==> config.mk <==
export PLATFORM = sky130hd
export DESIGN_NAME = cycle_sequencer_flat
export DESIGN_NICKNAME = d
export VERILOG_FILES = /design/src/rtl/cycle_sequencer_if.sv /design/src/rtl/cycle_sequencer.sv /design/src/flat_wrapper.sv
export SDC_FILE = /design/constraint.sdc
export NUM_CORES = 1
export LEC_CHECK = 0
export ABC_AREA = 1
export CORE_AREA = 2 2 84 86
export CTS_BUF_LIST = sky130_fd_sc_hd__clkbuf_16
export DETAILED_ROUTE_END_ITERATION = 8
export DIE_AREA = 0 0 86 88
export PLACE_DENSITY = 0.48
export SYNTH_ARGS = -nofsm -noshare
export SYNTH_HDL_FRONTEND = slang
export SYNTH_SLANG_ARGS = --single-unit
export TNS_END_PERCENT = 100
==> constraint.sdc <==
create_clock -name CLKCPU -period 2.1 [get_ports CLKCPU]
set_input_delay 0.42 -clock CLKCPU [delete_from_list [all_inputs] [get_ports CLKCPU]]
set_output_delay 0.42 -clock CLKCPU [all_outputs]
set_load 0.02 [all_outputs]
==> src/rtl/cycle_sequencer_if.sv <==
// CPU-side bus bundle for the cycle sequencer: strobes and decode hits in,
// grant / termination / burst / error indications out.
interface cycle_sequencer_if;
    logic       AS20;
    logic       DS20;
    logic       RW20;
    logic [3:0] REQ;
    logic [1:0] A;
    logic       CBREQ;
    logic [3:0] GNT;
    logic       DOE;
    logic       STERM;
    logic       CBACK;
    logic [1:0] RAMA;
    logic       INTCYCLE;
    logic       BERR;

    // CPU / decoder side
    modport master (
        output AS20, DS20, RW20, REQ, A, CBREQ,
        input  GNT, DOE, STERM, CBACK, RAMA, INTCYCLE, BERR
    );

    // Sequencer side
    modport slave (
        input  AS20, DS20, RW20, REQ, A, CBREQ,
        output GNT, DOE, STERM, CBACK, RAMA, INTCYCLE, BERR
    );
endinterface

==> src/rtl/cycle_sequencer.sv <==
// Bus cycle sequencer: grants one internal responder per CPU cycle, inserts
// wait states, terminates with STERM, runs 4-beat RAM cache bursts and
// signals a bus error when an IO responder never gets its data strobe.
module cycle_sequencer #(
    parameter int         RAM_WS  = 0,
    parameter int         IO_WS   = 2,
    parameter logic [7:0] TIMEOUT = 8'd255
) (
    input  logic                CLKCPU,
    input  logic                RESET,
    cycle_sequencer_if.slave    bus
);

    typedef enum logic [2:0] {
        S_IDLE, S_DECODE, S_WAIT, S_ACK, S_BURST, S_TERM, S_PASS, S_ERR
    } state_t;

    state_t     state_q, state_d;
    logic [3:0] gnt_q, gnt_d;
    logic [7:0] cnt_q, cnt_d;     // wait states left, or burst beats left
    logic [7:0] tmo_q, tmo_d;     // WAIT cycles spent in this access
    logic [1:0] rama_q, rama_d;
    logic       sterm_q, sterm_d;
    logic       cback_q, cback_d;
    logic       berr_q, berr_d;
    logic       armed_q, armed_d; // AS20 seen high since reset

    // Next-state and registered-output computation
    always_comb begin
        state_d = state_q;
        gnt_d   = gnt_q;
        cnt_d   = cnt_q;
        tmo_d   = tmo_q;
        rama_d  = rama_q;
        sterm_d = sterm_q;
        cback_d = cback_q;
        berr_d  = berr_q;
        armed_d = armed_q | bus.AS20;

        if (state_q != S_IDLE && bus.AS20) begin
            // CPU ended the cycle: abandon whatever was in progress
            state_d = S_IDLE;
            gnt_d   = 4'b0000;
            cnt_d   = 8'd0;
            tmo_d   = 8'd0;
            rama_d  = bus.A;
            sterm_d = 1'b1;
            cback_d = 1'b1;
            berr_d  = 1'b1;
        end else begin
            case (state_q)
                S_IDLE: begin
                    rama_d = bus.A;
                    gnt_d  = 4'b0000;
                    if (armed_q && !bus.AS20)
                        state_d = S_DECODE;
                end
                S_DECODE: begin
                    rama_d  = bus.A;
                    tmo_d   = 8'd0;
                    state_d = S_WAIT;
                    if (bus.REQ[0]) begin
                        gnt_d = 4'b0001;
                        cnt_d = 8'(RAM_WS);
                    end else if (bus.REQ[1]) begin
                        gnt_d = 4'b0010;
                        cnt_d = 8'(IO_WS);
                    end else if (bus.REQ[2]) begin
                        gnt_d = 4'b0100;
                        cnt_d = 8'(IO_WS);
                    end else if (bus.REQ[3]) begin
                        gnt_d = 4'b1000;
                        cnt_d = 8'(IO_WS);
                    end else begin
                        gnt_d   = 4'b0000;
                        state_d = S_PASS;
                    end
                end
                S_WAIT: begin
                    rama_d = bus.A;
                    if (cnt_q == 8'd0) begin
                        state_d = S_ACK;
                        sterm_d = 1'b0;
                        // Burst is decided once, on entry to the first beat
                        if (gnt_q[0] && bus.RW20 && !bus.CBREQ)
                            cback_d = 1'b0;
                    end else begin
                        // IO responders only count while the data strobe is out
                        if (gnt_q[0] || !bus.DS20)
                            cnt_d = cnt_q - 8'd1;
                        tmo_d = tmo_q + 8'd1;
                        if ({1'b0, tmo_q} + 9'd1 == {1'b0, TIMEOUT}) begin
                            state_d = S_ERR;
                            berr_d  = 1'b0;
                        end
                    end
                end
                S_ACK: begin
                    if (!cback_q) begin
                        state_d = S_BURST;
                        cnt_d   = 8'd2;
                        rama_d  = rama_q + 2'd1;
                    end else begin
                        state_d = S_TERM;
                        sterm_d = 1'b1;
                    end
                end
                S_BURST: begin
                    if (cnt_q == 8'd0) begin
                        state_d = S_TERM;
                        sterm_d = 1'b1;
                        cback_d = 1'b1;
                        rama_d  = bus.A;
                    end else begin
                        cnt_d  = cnt_q - 8'd1;
                        rama_d = rama_q + 2'd1;
                        // CBACK rises on the last beat
                        if (cnt_q == 8'd1)
                            cback_d = 1'b1;
                    end
                end
                S_TERM, S_PASS: begin
                    sterm_d = 1'b1;
                    cback_d = 1'b1;
                end
                S_ERR: begin
                    berr_d = 1'b0;
                end
                default: state_d = S_IDLE;
            endcase
        end
    end

    // State and output registers, cleared asynchronously by RESET
    always_ff @(posedge CLKCPU or negedge RESET) begin
        if (!RESET) begin
            state_q <= S_IDLE;
            gnt_q   <= 4'b0000;
            cnt_q   <= 8'd0;
            tmo_q   <= 8'd0;
            rama_q  <= 2'b00;
            sterm_q <= 1'b1;
            cback_q <= 1'b1;
            berr_q  <= 1'b1;
            armed_q <= 1'b0;
        end else begin
            state_q <= state_d;
            gnt_q   <= gnt_d;
            cnt_q   <= cnt_d;
            tmo_q   <= tmo_d;
            rama_q  <= rama_d;
            sterm_q <= sterm_d;
            cback_q <= cback_d;
            berr_q  <= berr_d;
            armed_q <= armed_d;
        end
    end

    // Strobe-type outputs are gated off the moment AS20 goes high
    assign bus.GNT      = gnt_q;
    assign bus.RAMA     = rama_q;
    assign bus.STERM    = sterm_q | bus.AS20;
    assign bus.CBACK    = cback_q | bus.AS20;
    assign bus.BERR     = berr_q  | bus.AS20;
    assign bus.DOE      = (gnt_q != 4'b0000) & bus.RW20 & ~bus.AS20;
    assign bus.INTCYCLE = ~(gnt_q != 4'b0000);

endmodule

==> src/flat_wrapper.sv <==
// flat-port wrapper written by rule: the top's interface ports become plain ports
module cycle_sequencer_flat 
#(
    parameter int         RAM_WS  = 0,
    parameter int         IO_WS   = 2,
    parameter logic [7:0] TIMEOUT = 8'd255
)
  (CLKCPU, RESET, bus_AS20, bus_DS20, bus_RW20, bus_REQ, bus_A, bus_CBREQ, bus_GNT, bus_DOE, bus_STERM, bus_CBACK, bus_RAMA, bus_INTCYCLE, bus_BERR);
  cycle_sequencer_if bus_i ();
  input  logic CLKCPU;
  input  logic RESET;
  input wire logic [$bits(bus_i.AS20)-1:0] bus_AS20;
  input wire logic [$bits(bus_i.DS20)-1:0] bus_DS20;
  input wire logic [$bits(bus_i.RW20)-1:0] bus_RW20;
  input wire logic [$bits(bus_i.REQ)-1:0] bus_REQ;
  input wire logic [$bits(bus_i.A)-1:0] bus_A;
  input wire logic [$bits(bus_i.CBREQ)-1:0] bus_CBREQ;
  output wire logic [$bits(bus_i.GNT)-1:0] bus_GNT;
  output wire logic [$bits(bus_i.DOE)-1:0] bus_DOE;
  output wire logic [$bits(bus_i.STERM)-1:0] bus_STERM;
  output wire logic [$bits(bus_i.CBACK)-1:0] bus_CBACK;
  output wire logic [$bits(bus_i.RAMA)-1:0] bus_RAMA;
  output wire logic [$bits(bus_i.INTCYCLE)-1:0] bus_INTCYCLE;
  output wire logic [$bits(bus_i.BERR)-1:0] bus_BERR;
  assign bus_i.AS20 = bus_AS20;
  assign bus_i.DS20 = bus_DS20;
  assign bus_i.RW20 = bus_RW20;
  assign bus_i.REQ = bus_REQ;
  assign bus_i.A = bus_A;
  assign bus_i.CBREQ = bus_CBREQ;
  assign bus_GNT = bus_i.GNT;
  assign bus_DOE = bus_i.DOE;
  assign bus_STERM = bus_i.STERM;
  assign bus_CBACK = bus_i.CBACK;
  assign bus_RAMA = bus_i.RAMA;
  assign bus_INTCYCLE = bus_i.INTCYCLE;
  assign bus_BERR = bus_i.BERR;
  cycle_sequencer #(.RAM_WS(RAM_WS), .IO_WS(IO_WS), .TIMEOUT(TIMEOUT)) u_core (.CLKCPU(CLKCPU), .RESET(RESET), .bus(bus_i));
endmodule
==> results of run 1 <==
-- cell usage in the layout (no fill, tap or decap), types with 5 or more instances in the layout --
cell type / n
inv_1: 32
buf_4: 12
nor2_1: 42
dlygate4sd2_1: 5
dfrtp_1: 26
clkdlybuf4s50_1: 17
a21oi_1: 5
clkbuf_16: 5
inv_2: 5
nand2_1: 74
nand3_1: 36
o21ai_0: 12
-- what timing repair did --
action	CTS	global route
resized for setup	5	0
setup buffers	0	0
hold buffers	0	0
setup endpoints to repair	5	0
-- path summary, 6_finish.rpt --
| kind | endpoint | from | slack, ns |
|---|---|---|---|
| worst max register to register | u_core.cnt_q[4] | u_core.cnt_q[0] | 0.28 |
| worst min register to register | u_core.berr_q | u_core.berr_q | 0.46 |
| worst min-delay path | u_core.berr_q | u_core.berr_q | 0.46 |
| min in group asynchronous | u_core.tmo_q[2] | RESET | 0.55 |
| worst max-delay path | bus_STERM | bus_AS20 | 0.07 |
| max in group asynchronous | u_core.sterm_q | RESET | 1.23 |
-- stage by stage --
step           instance area, um^2  setup WS [ns]
2_1_floorplan                 1939         0.1309
3_3_place_gp                  2340        -0.1502
3_5_place_dp                  2340        -0.1485
4_1_cts                       2472        0.06119
5_1_grt                       2472        0.01918
6_report                      2472        0.07465
-- state kept, by name, indices dropped and copies added (netlist names) --
name	count
u_core.bus.GNT	4
u_core.bus.RAMA	2
u_core.sterm_q	1
u_core.cback_q	1
u_core.armed_q	1
u_core.cnt_q	8
u_core.state_q	3
u_core.tmo_q	8
u_core.berr_q	1
-- final cells by class --
type                            instances  area share
Timing Repair Buffer                   34      0.1230
Clock inverter                          3    0.005567
Clock buffer                            5     0.05061
Sequential cell                        29      0.2950
Tap cell                               80     0.04049
Inverter                               36     0.05466
Multi-Input combinational cell        214      0.4307
-- cell families (layout without fill, tap and decap cells) --
logic type / Yosys count / in the layout / synth area share
xor gates and xnor gates: 1 / 1 / 0.004517
buffers and inverters: 38 / 78 / 0.07484
AOI/OAI and AO/OA: 30 / 30 / 0.09161
and+or+nand+nor: 179 / 179 / 0.4271
DFF: 29 / 29 / 0.3761
adders and majority gates: 4 / 4 / 0.02581
-- tightest hold or removal path, cell delays in order, from the launching register on --
cell and delay [ns]:
dfstp_2 0.36, nand2_1 0.05, nand2_1 0.04
-- layer usage --
metal,vias to the layer above,part of all wire,global-route usage
met4,0,0.0071,0.03463
met5,-,0,0
met1,837,0.49,0.1925
met2,29,0.46,0.2431
li1,989,-,-
met3,4,0.043,0.03864
-- where the power goes --
part,switching [mW],internal (mW),total (mW)
clock,0.243,0.429,0.672
combinational,0.977,0.578,1.56
sequential,0.133,0.708,0.841
==> results.md, run 1 <==
* Total Routing Usage GR at 0.1470
* Top-count cell post-synth: nand2_1
* Maximum fanout along the worst path at 3
* Initial antenna violation count at 0
* I/O Pins at 23
* CP Capture Type: output pin
* PwrDens at 1241 mW/mm^2
* Area contributors post-synth: dfrtp_1 34%, nand2_1 14%, nand3_1 9.3%, nor2_1 8.1%, inv_1 6.0%
* Layout Cells excl Fill at 401
* Overall Power at 3.069 mW
* Multi-input gate area at 0.001065 mm^2
* Congestion Overflow GR at 0
* CTS buffer count at 5
* Die area at 0.007568 mm^2
* Top delay family on crit path: buffers and inverters
* DR pass1 iterations at 4
* Number of antenna diodes at 0
* Worst path buffer plus inverter count at 3
* Post-synth ARST share at 1.000
* DRC at 0
* Top FF cell, synth: dfrtp_1
* P_leak at 1.206 nW
* Post-synth top area share at 0.3355
* Row count at 30
* Leading area contributor after synthesis: dfrtp_1
* Layout cells sized above 1 at 0.1402
* Seq/Total Area, Yosys at 0.3761
* Slew Viols, Final at 0
* Fillers at 720
* CP Depth at 4
* Util after Layout at 0.3721
* Final Hold Violating Endpoints at 0
* Relative slew slack at 0.7349
* Worst EP arrival at 1.61 ns
* Htree depth at 2
* Cells after synthesis at 281
* Port bufs at 22
* Most instantiated cells after synthesis: 74 x nand2_1, 42 x nor2_1, 36 x nand3_1
* Vias at ~1.9k
* Clock Tree Root: clkbuf_16
* Syn avg cell area at 6.902 um^2
* Area grow syn2layout at 27.48%
* Syn_nets at just under 300
* Worst hold margin at 0.4587 ns
* Endpoints failing setup at 0
* Worst-skew pair later-pin latency at 0.27 ns
* Startpoint Class: input pin
* RSZ-0062 raised after global routing: no
* Global-route wire length before repair at 8769 um
* Number of synthesized flops with an enable pin at 0
* Reg2Reg Depth at 11
* Worst-Margin Slew at 0.3977 ns
* Initial drt markers at 100
* Clock sinks at 29
* Die Ht at 88 um
* Yosys reg bits at 29
* Via-per-instance ratio at approximately 4.6
* Inst Count DP at approximately 390
* CP Class: input pin to output pin
* Worst Hold Class: flip-flop to flip-flop
* Max Clock Skew at 0.006476 ns
* GPL Wtd Cong at 0.8123
* Min-Delay Path Depth at 2
* Synth unique cells at 31
* Crit path cell chain: clkdlybuf4s50_1, buf_4, or2_2, dlygate4sd2_1
* Routed WL at slightly below 5000 um
* Number of global-route vias before repair at 1823
* CTS tree: yes
* DP HPWL at 3813 um
* VDD IR max at 0.0004557 V
* Final worst-path cycle share at 0.9645
* Max incr delay on CP at 0.42 ns
* Starting Density at 0.2919
* Status: complete, no violations
* Setup TNS at 0 ns
* Synthesis Warnings at 0
* Core ar. at 0.006644 mm^2
* CP max-delay cell: clkdlybuf4s50_1
* Largest net degree at the start of global routing at 30
* Net count, final at 336
* Synth Cell Area at approximately 0.0019 mm^2
* Required @ worst endpoint at 1.68 ns
* Routed Antenna Nets at 0
* FMAX at 0.4937 GHz
* Seq. cell area at 729.5 um^2
* DR WL/cell at 12.36 um
* Bufs on Longest Clock Path at 2
* Die width at 86 um
* Minimum clock period after layout at 2.025 ns
* Clk pin slew, worst setup/hold paths at 0.05 ns
* Max-Cap Viols at 0
Power figures use the tool's default switching activity.
==> run 2, diff against run 1 <==
Settings changed: CAP_MARGIN set to 20, DONT_BUFFER_PORTS set to 1, PLACE_DENSITY 0.48 to 0.44, SETUP_SLACK_MARGIN set to 0.3.
==> run 2 against run 1 <==
Compared with the run above:
- count of clock-buffer cells in the layout stayed put
- clock skew is 0.0025 ns lower
- clock power grew 18%
- global-route usage up 0.14 points
- utilization decreased by 1.8 points
- largest power group unchanged
- combinational power down 3%
- power up 4.3%
- via count is 2.8% lower
- highest routed layer unchanged
- die area did not move
==> results.md, run 2 (synthesis gave the netlist of run 1 again) <==
* Congestion Overflow GR at 0
* Starting Density at 0.2919
* Status: complete, no violations
* Max Used Layer: met4
* Slew Viols, Final at 0
* DP HPWL at 3793 um
* Number of antenna diodes at 0
* Commonest cells after routing, fill and taps aside: 71 x nand2_1, 39 x nor2_1, 33 x nand3_1, 29 x inv_1, 23 x dfrtp_1
* Worst-skew pair later-pin latency at 0.27 ns
* Total Routing Usage GR at 0.1484
* Final worst-path cycle share at 0.8208
* DR pass1 iterations at 4
* CTS buffer count at 5
* Seq. cell area at 733.2 um^2
* Fillers at around 730
* Met2 routed WL at 2507 um
* DRC at 0
* Global-route wire length before repair at 8680 um
* Port bufs at 0
* Largest net degree at the start of global routing at 30
* Initial drt markers at 115
* Worst EP arrival at between 1 and 1.5 ns
* I/O Pins at 23
* Die area at 0.007568 mm^2
* Worst-Margin Slew at 0.3776 ns
* Area grow syn2layout at 21.23%
* Setup TNS at 0 ns
* Die width at 86 um
* DR WL/cell at around 14 um
* Htree depth at 2
* CP Capture Type: output pin
* VDD IR max at 0.0004654 V
* Met3 Wirelength at roughly 220 um
* Routed WL at about 5100 um
* RSZ-0062 raised after global routing: no
* P_leak at 1.114 nW
* Initial antenna violation count at 0
* Vias at 1807
* Multi-input gate area at 0.001167 mm^2
* Net count, final at 308
* Final Hold Violating Endpoints at 0
* Bufs on Longest Clock Path at 2
* Core ar. at 0.006644 mm^2
* Row count at 30
* Max-Cap Viols at 0
* Most common cell after layout, fill and taps aside: nand2_1
* Startpoint Class: flip-flop
* Clock sinks at 29
* Layout cells sized above 1 at 0.1945
* Relative slew slack at 0.7473
* Met1 WL at 2339 um
* Endpoints failing setup at 0
* Number of global-route vias before repair at about 1.8k
* Util after Layout at 0.3539
* Die Ht at between 80 and 90 um
* GPL Wtd Cong at around 0.80
* Clk pin slew, worst setup/hold paths at 0.05 ns
* Max Clock Skew at 0.004013 ns
* Maximum fanout along the worst path at 4
* CTS tree: yes
* Minimum clock period after layout at approximately 1.7 ns
* PwrDens at 1361 mW/mm^2
* CP Class: flip-flop to output pin
* Required @ worst endpoint at 1.68 ns
* FMAX at 0.5801 GHz
* Clock Tree Root: clkbuf_16
* Worst Hold Class: input pin to flip-flop
* Routed Antenna Nets at 0
* Via-per-instance ratio at ~4.8
==> run 2: worst paths after layout <==
kind | from | to | slack [ns] | cells after the start
setup / recovery | u_core.bus.GNT[0] | bus_INTCYCLE | 0.38 | 2
hold / removal | bus_AS20 | u_core.bus.GNT[3] | 0.25 | 1
setup reg to reg | u_core.cnt_q[0] | u_core.state_q[1] | 0.38 | 9
hold reg to reg | u_core.berr_q | u_core.berr_q | 0.46 | 2
max in group asynchronous | RESET | u_core.cback_q | 1.26 | 2
min in group asynchronous | RESET | u_core.tmo_q[3] | 0.60 | 2
==> run 2: power breakdown <==
part,internal [mW],switching (mW),total (mW)
clock,0.550,0.243,0.793
combinational,0.527,0.982,1.51
sequential,0.712,0.186,0.898
==> run 2: critical path: stages (launching register included) <==
cell,delay (ns)
dfrtp_1,0.51
nor4_4,0.34
buf_4,0.18
==> run 2: metal layers <==
metal / vias up / GRT usage
li1: 934 / -
met1: 831 / 0.1852
met2: 37 / 0.2502
met3: 5 / 0.03487
met4: 0 / 0.05483
met5: - / 0
==> run 2: repair_timing <==
item | in CTS | in global routing
pin swaps | 0 | 6
endpoints found under the hold margin | 29 | 0
hold buffers | 2 | 0
buffers inserted | 0 | 1
cloned | 1 | 0
setup endpoints to repair | 11 | 23
gates resized for setup | 1 | 24
==> run 2: final cells by class <==
cell class | count | area share
clock inverter | 3 | 0.01597
clock buffer | 5 | 0.05322
multi-input combinational | 215 | 0.4965
timing repair buffer | 5 | 0.02235
sequential | 29 | 0.3119
tap | 80 | 0.04258
inverter | 36 | 0.05748
==> run 2: through the flow <==
stage	hold slack (ns)	cells	area [um^2]	total power, mW	setup slack, ns
2_1_floorplan	0.1244	281	1946	1.934	0.4021
3_3_place_gp	0.1257	361	2051	2.271	0.3285
3_5_place_dp	0.1255	361	2051	2.252	0.2653
4_1_cts	0.2435	372	2261	3.111	0.3031
5_1_grt	0.2441	373	2351	3.483	0.2607
6_report	0.2492	373	2351	3.200	0.3762
==> patch 1 (flow settings as in run 1) <==
Make the reset (`RESET`) synchronous in one clocked block. Comments in the files are not updated.
--- a/src/rtl/cycle_sequencer.sv
+++ b/src/rtl/cycle_sequencer.sv
@@ -133,5 +133,5 @@
 
     // State and output registers, cleared asynchronously by RESET
-    always_ff @(posedge CLKCPU or negedge RESET) begin
+    always_ff @(posedge CLKCPU) begin
         if (!RESET) begin
             state_q <= S_IDLE;
Behaviour: differs if RESET is asserted again (counterexample within 4 cycles, from zero or initial values and one cycle with RESET low); with RESET held inactive, the same outputs for 10 cycles.
==> patch 1 against run 1 <==
  * Non-clock buffer count decreased by 5
  * Worst hold slack got worse by 7.7 ps
  * Global-route usage decreased by 1.1 points
  * Wire length decreased by 5.0%
  * Register-to-register slack about the same
  * Area after synthesis decreased by 3.2%
  * Sequential power decreased by 7.6%
  * Cell area decreased by 4.3%
  * Total power decreased by 4.7%
  * Setup slack improved by 35 ps
  * Sequential cell count unchanged
  * Largest cell class unchanged
==> patch 1: results (changes against run 1) <==
[worst_setup_path]
path_max_fanout=4  ; +1
reg2reg_from=u_core.cnt_q[0]$_SDFFE_PP0P_
worst_ep_arrival_time_ps=1570  ; -40 ps

[pwr]
power.switching_mw=1.303  ; -3.8%
vdd_ir_drop_max_mv=0.4932  ; +8.2%

[hold_path]
holdPathEnd=u_core.berr_q$_SDFFE_PP1P_
hp-start=u_core.berr_q$_SDFFE_PP1P_

[final_layout]
drive_above_1_share_pct=20.00  ; +6.0 points
nFillCells=717  ; -0.42%
nNetsFinal=315  ; -6.3%
final_area_um2=2366  ; -4.3%

[logic_synthesis]
synthXorXnorAreaFrac_pct=3.264  ; +2.8 points
synth_adder_area_share_pct=2.665  ; +0.084 points
synth_common_cells=nand2_1 (63), nor2_1 (31), dfxtp_1 (29), inv_1 (22), nand3_1 (19)
yosys-top-cells-area=dfxtp_1 (31%), nand2_1 (13%), nor2_1 (6.2%)
synth_ff_type=dfxtp_1

[global_route]
first_global_vias=1775  ; -2.6%
grt_usage_pct=13.55  ; -1.1 points
grt_pass1_wl_um=8052  ; -8.2%

[place]
gp_congestion=0.7969  ; -1.9%
placed_area_um2=2226  ; -4.9%

[sta]
tightest_slew_ps=462.4  ; +64.65 ps
clock_skew_ps=7.227  ; +0.7501 ps

[clock_tree]
post_cts_resized=4  ; -1

[detailed_routing]
drt_iter0_markers=57  ; -43%
drt-total-wl_um=4709  ; -5.0%
vias_per_cell=4.650  ; +0.30%

[status]
status=completed

patch 1: cell types whose count changed after synthesis, sizes merged, moves of 4 or more:
cell,run 1,this run
dfrtp,26,0
o21ai,15,9
inv,36,28
nor2,47,42
nand3,37,20
nand4,0,5
dfxtp,0,29
o21bai,0,4
a21oi,5,25
xor2,1,5
nand2,78,73
patch 1: kinds of logic after synthesis:
kind of cell	count (synthesis)
fa+ha+maj	4
buf+inv	32
simple gates	151
xor+xnor	7
flops	29
compound gates	44
patch 1: power groups by stage:
| stage | Sequential, mW | Clock (mW) | Combinational, mW |
|---|---|---|---|
| after floorplan | 0.755 | 0 | 1.16 |
| after global placement | 0.790 | 0 | 1.48 |
| after detailed placement | 0.786 | 0 | 1.47 |
| after CTS | 0.777 | 0.714 | 1.47 |
| after global routing | 0.794 | 0.740 | 1.64 |
| final | 0.777 | 0.702 | 1.45 |
patch 1: worst max-delay path, delay by kind of cell:
family	cells	cell delay, ps
buffers and inverters	3	890
AND/OR/NAND/NOR	1	260
patch 1: worst max path at each step:
stage	to	slack (ps)	depth (start not counted)
4_1_cts	bus_INTCYCLE	20	3
2_1_floorplan	bus_DOE	220	2
5_1_grt	bus_CBACK	70	4
3_5_place_dp	bus_DOE	-140	4
3_3_place_gp	bus_DOE	-160	4
6_report	bus_CBACK	110	4
patch 1: layout make-up:
cell class / instances / share of cell area, %
timing repair buffer: 29 / 11.95
clock buffer: 5 / 5.288
sequential: 29 / 24.54
multi-input combinational: 206 / 48.39
tap: 80 / 4.231
clock inverter: 3 / 0.7403
inverter: 28 / 4.865
patch 1: stage by stage:
step,power [mW],instances,worst slack [ps]
3_5_place_dp,2.254,372,-137.8
5_1_grt,3.177,380,68.22
4_1_cts,2.963,380,19.08
2_1_floorplan,1.911,267,216.8
3_3_place_gp,2.266,372,-157.0
6_report,2.925,380,109.9
patch 1: metal layers:
layer / routed length [µm] / GRT usage [%] / up-vias / part of all wire [%]
li1: - / - / 941 / -
met1: 2241 / 16.85 / 797 / 48
met2: 2282 / 22.97 / 24 / 48
met3: 134 / 2.828 / 5 / 2.8
met4: 52 / 5.339 / 0 / 1.1
met5: 0 / 0 / - / 0
==> patch 2 (settings of run 1) <==
Made on the original files. `TIMEOUT` is set to 8'd255 in 2 places; all go to 8'd127.
--- a/src/rtl/cycle_sequencer.sv
+++ b/src/rtl/cycle_sequencer.sv
@@ -5,5 +5,5 @@
     parameter int         RAM_WS  = 0,
     parameter int         IO_WS   = 2,
-    parameter logic [7:0] TIMEOUT = 8'd255
+    parameter logic [7:0] TIMEOUT = 8'd127
 ) (
     input  logic                CLKCPU,
--- a/src/flat_wrapper.sv
+++ b/src/flat_wrapper.sv
@@ -4,5 +4,5 @@
     parameter int         RAM_WS  = 0,
     parameter int         IO_WS   = 2,
-    parameter logic [7:0] TIMEOUT = 8'd255
+    parameter logic [7:0] TIMEOUT = 8'd127
 )
   (CLKCPU, RESET, bus_AS20, bus_DS20, bus_RW20, bus_REQ, bus_A, bus_CBREQ, bus_GNT, bus_DOE, bus_STERM, bus_CBACK, bus_RAMA, bus_INTCYCLE, bus_BERR);
Function: same outputs for any inputs over 10 cycles, from zero or initial values and one cycle with RESET low; that may be too few to reach the edited logic, so the function may still have changed.
==> patch 2 against run 1 <==
  * Final cell count stayed put
  * Worst hold slack worse by 2.9 ps
  * Critical endpoint is now bus_BERR
  * Synthesized cell count is 2.1% higher
  * Setup slack worse by 11 ps
  * Total power is 1.4% higher
  * Wire length hardly changed
  * Cell area is 1.3% higher
  * Sequential cell count stayed put
  * Area after synthesis is 3.6% higher
  * Clock power is 0.6% lower
  * Critical path type unchanged
  * Global-route usage is 0.099 points higher
==> patch 2: results (changes against run 1) <==
[global_route]
antenna_found_initial=0  ; unchanged
grt_pass1_wl_um=8721  ; -0.55%
first_global_vias=1841  ; +0.99%
grt_usage_pct=14.80  ; +0.099 points

[detailed_routing]
drt_iter0_markers=65  ; -35%
wl_met1_um=2240  ; -8.5%
routed-wl-met3_um=170  ; -20%
vias_per_cell=4.803  ; +3.6%
wl_met2_um=2426  ; +7.3%
drt-total-wl_um=4961  ; about the same

[place]
hpwlAfterDp_um=3877  ; +1.7%
gp_congestion=0.8505  ; +4.7%
dp_worst_setup_slack_ps=-220.8  ; -72.35 ps

[status]
status=completed

[sta]
clock_skew_ps=5.425  ; -1.052 ps
tightest_slew_ps=488.7  ; +91.03 ps
setup_viol=0  ; unchanged

[logic_synthesis]
ys_types=37  ; +19%
yosysWarnings=0  ; unchanged
synth_cells=287  ; +2.1%
ys_seq_area_share_pct=36.30  ; -1.3 points
syn_nets=303  ; +2.0%
yosys-top-cells-area=dfrtp_1 (32%), nand2_1 (15%), nand3_1 (9.0%)
synth_common_cells=nand2_1 (79), nor2_1 (37), nand3_1 (36), inv_1 (32), dfrtp_1 (26)

[final_layout]
drive_above_1_share_pct=13.08  ; -0.93 points
nFillCells=707  ; -1.8%

[worst_setup_path]
max_stage_delay_ps=460  ; +40 ps
worst_ep_arrival_time_ps=1620

[pwr]
p_leak_nw=1.234  ; +2.3%
vdd_ir_drop_max_mv=0.6127  ; +34%

[hold_path]
whs_path_depth=2  ; unchanged

[patch 2: worst register-to-register path: cells and delay by family (launching register included)]
kind | cells | cell delay, ps
adder cells (fa/ha/maj) | 1 | 190
buffers and inverters | 3 | 250
flip-flops | 1 | 410
AND/OR/NAND/NOR | 7 | 770
[patch 2: logic make-up (layout without fill, tap and decap cells)]
family | Yosys count | count (layout) | synth area share (%)
buffers and inverters | 42 | 76 | 8.531
adder cells (fa/ha/maj) | 4 | 4 | 2.491
AND/OR/NAND/NOR | 181 | 181 | 42.71
flip-flops | 29 | 29 | 36.30
AO/OA/AOI/OAI | 30 | 30 | 9.527
XOR/XNOR | 1 | 1 | 0.4359
[patch 2: stage by stage]
step / instance area, µm² / utilization (%) / power (mW) / instances / hold slack [ps]
final: 2505 / 37.70 / 3.112 / 401 / 455.8
after global routing: 2505 / 37.70 / 3.395 / 401 / 470.8
after CTS: 2504 / 37.68 / 3.152 / 401 / 458.3
after detailed placement: 2374 / 35.73 / 2.490 / 393 / 450.5
after global placement: 2374 / 35.73 / 2.490 / 393 / 448.8
after floorplan: 2009 / - / 2.028 / 287 / 124.4
[patch 2: where the power goes]
part           leakage, nW  total [mW]  switching (mW)  internal, mW
clock network       0.0776       0.668           0.243         0.425
registers            0.377       0.848           0.141         0.707
logic                0.779        1.60            1.01         0.589
total                 1.23        3.11            1.39          1.72
[patch 2: layer usage]
metal / global-route usage [%] / vias up
met5: 0 / -
li1: - / 994
met1: 17.81 / 888
met3: 3.016 / 11
met4: 7.071 / 0
met2: 25.30 / 33
[patch 2: area by class of cell]
class	count	share of cell area, %
clock buffers	5	4.995
clock inverters	3	0.4496
inverters	38	5.694
multi-input cells	216	44.26
flip-flops and latches	29	29.12
well taps	80	3.996
repair buffers	30	11.49
[patch 2: worst paths after layout]
path	startpoint	endpoint	slack, ps
worst min-delay path	u_core.berr_q$_DFFE_PN1P_	u_core.berr_q$_DFFE_PN1P_	460
worst max-delay path	bus_AS20	bus_BERR	60
worst max register to register	u_core.cnt_q[0]$_DFFE_PN0P_	u_core.state_q[1]$_DFFE_PN0P_	350
max in group asynchronous	RESET	u_core.sterm_q$_DFFE_PN1P_	1240
worst min register to register	u_core.berr_q$_DFFE_PN1P_	u_core.berr_q$_DFFE_PN1P_	460
min in group asynchronous	RESET	u_core.tmo_q[3]$_DFFE_PN0P_	530
[patch 2: repair_timing]
action	CTS	global route
resized for setup	5	1
setup endpoints to repair	5	1
endpoints found under the hold margin	0	0
hold buffers	0	0
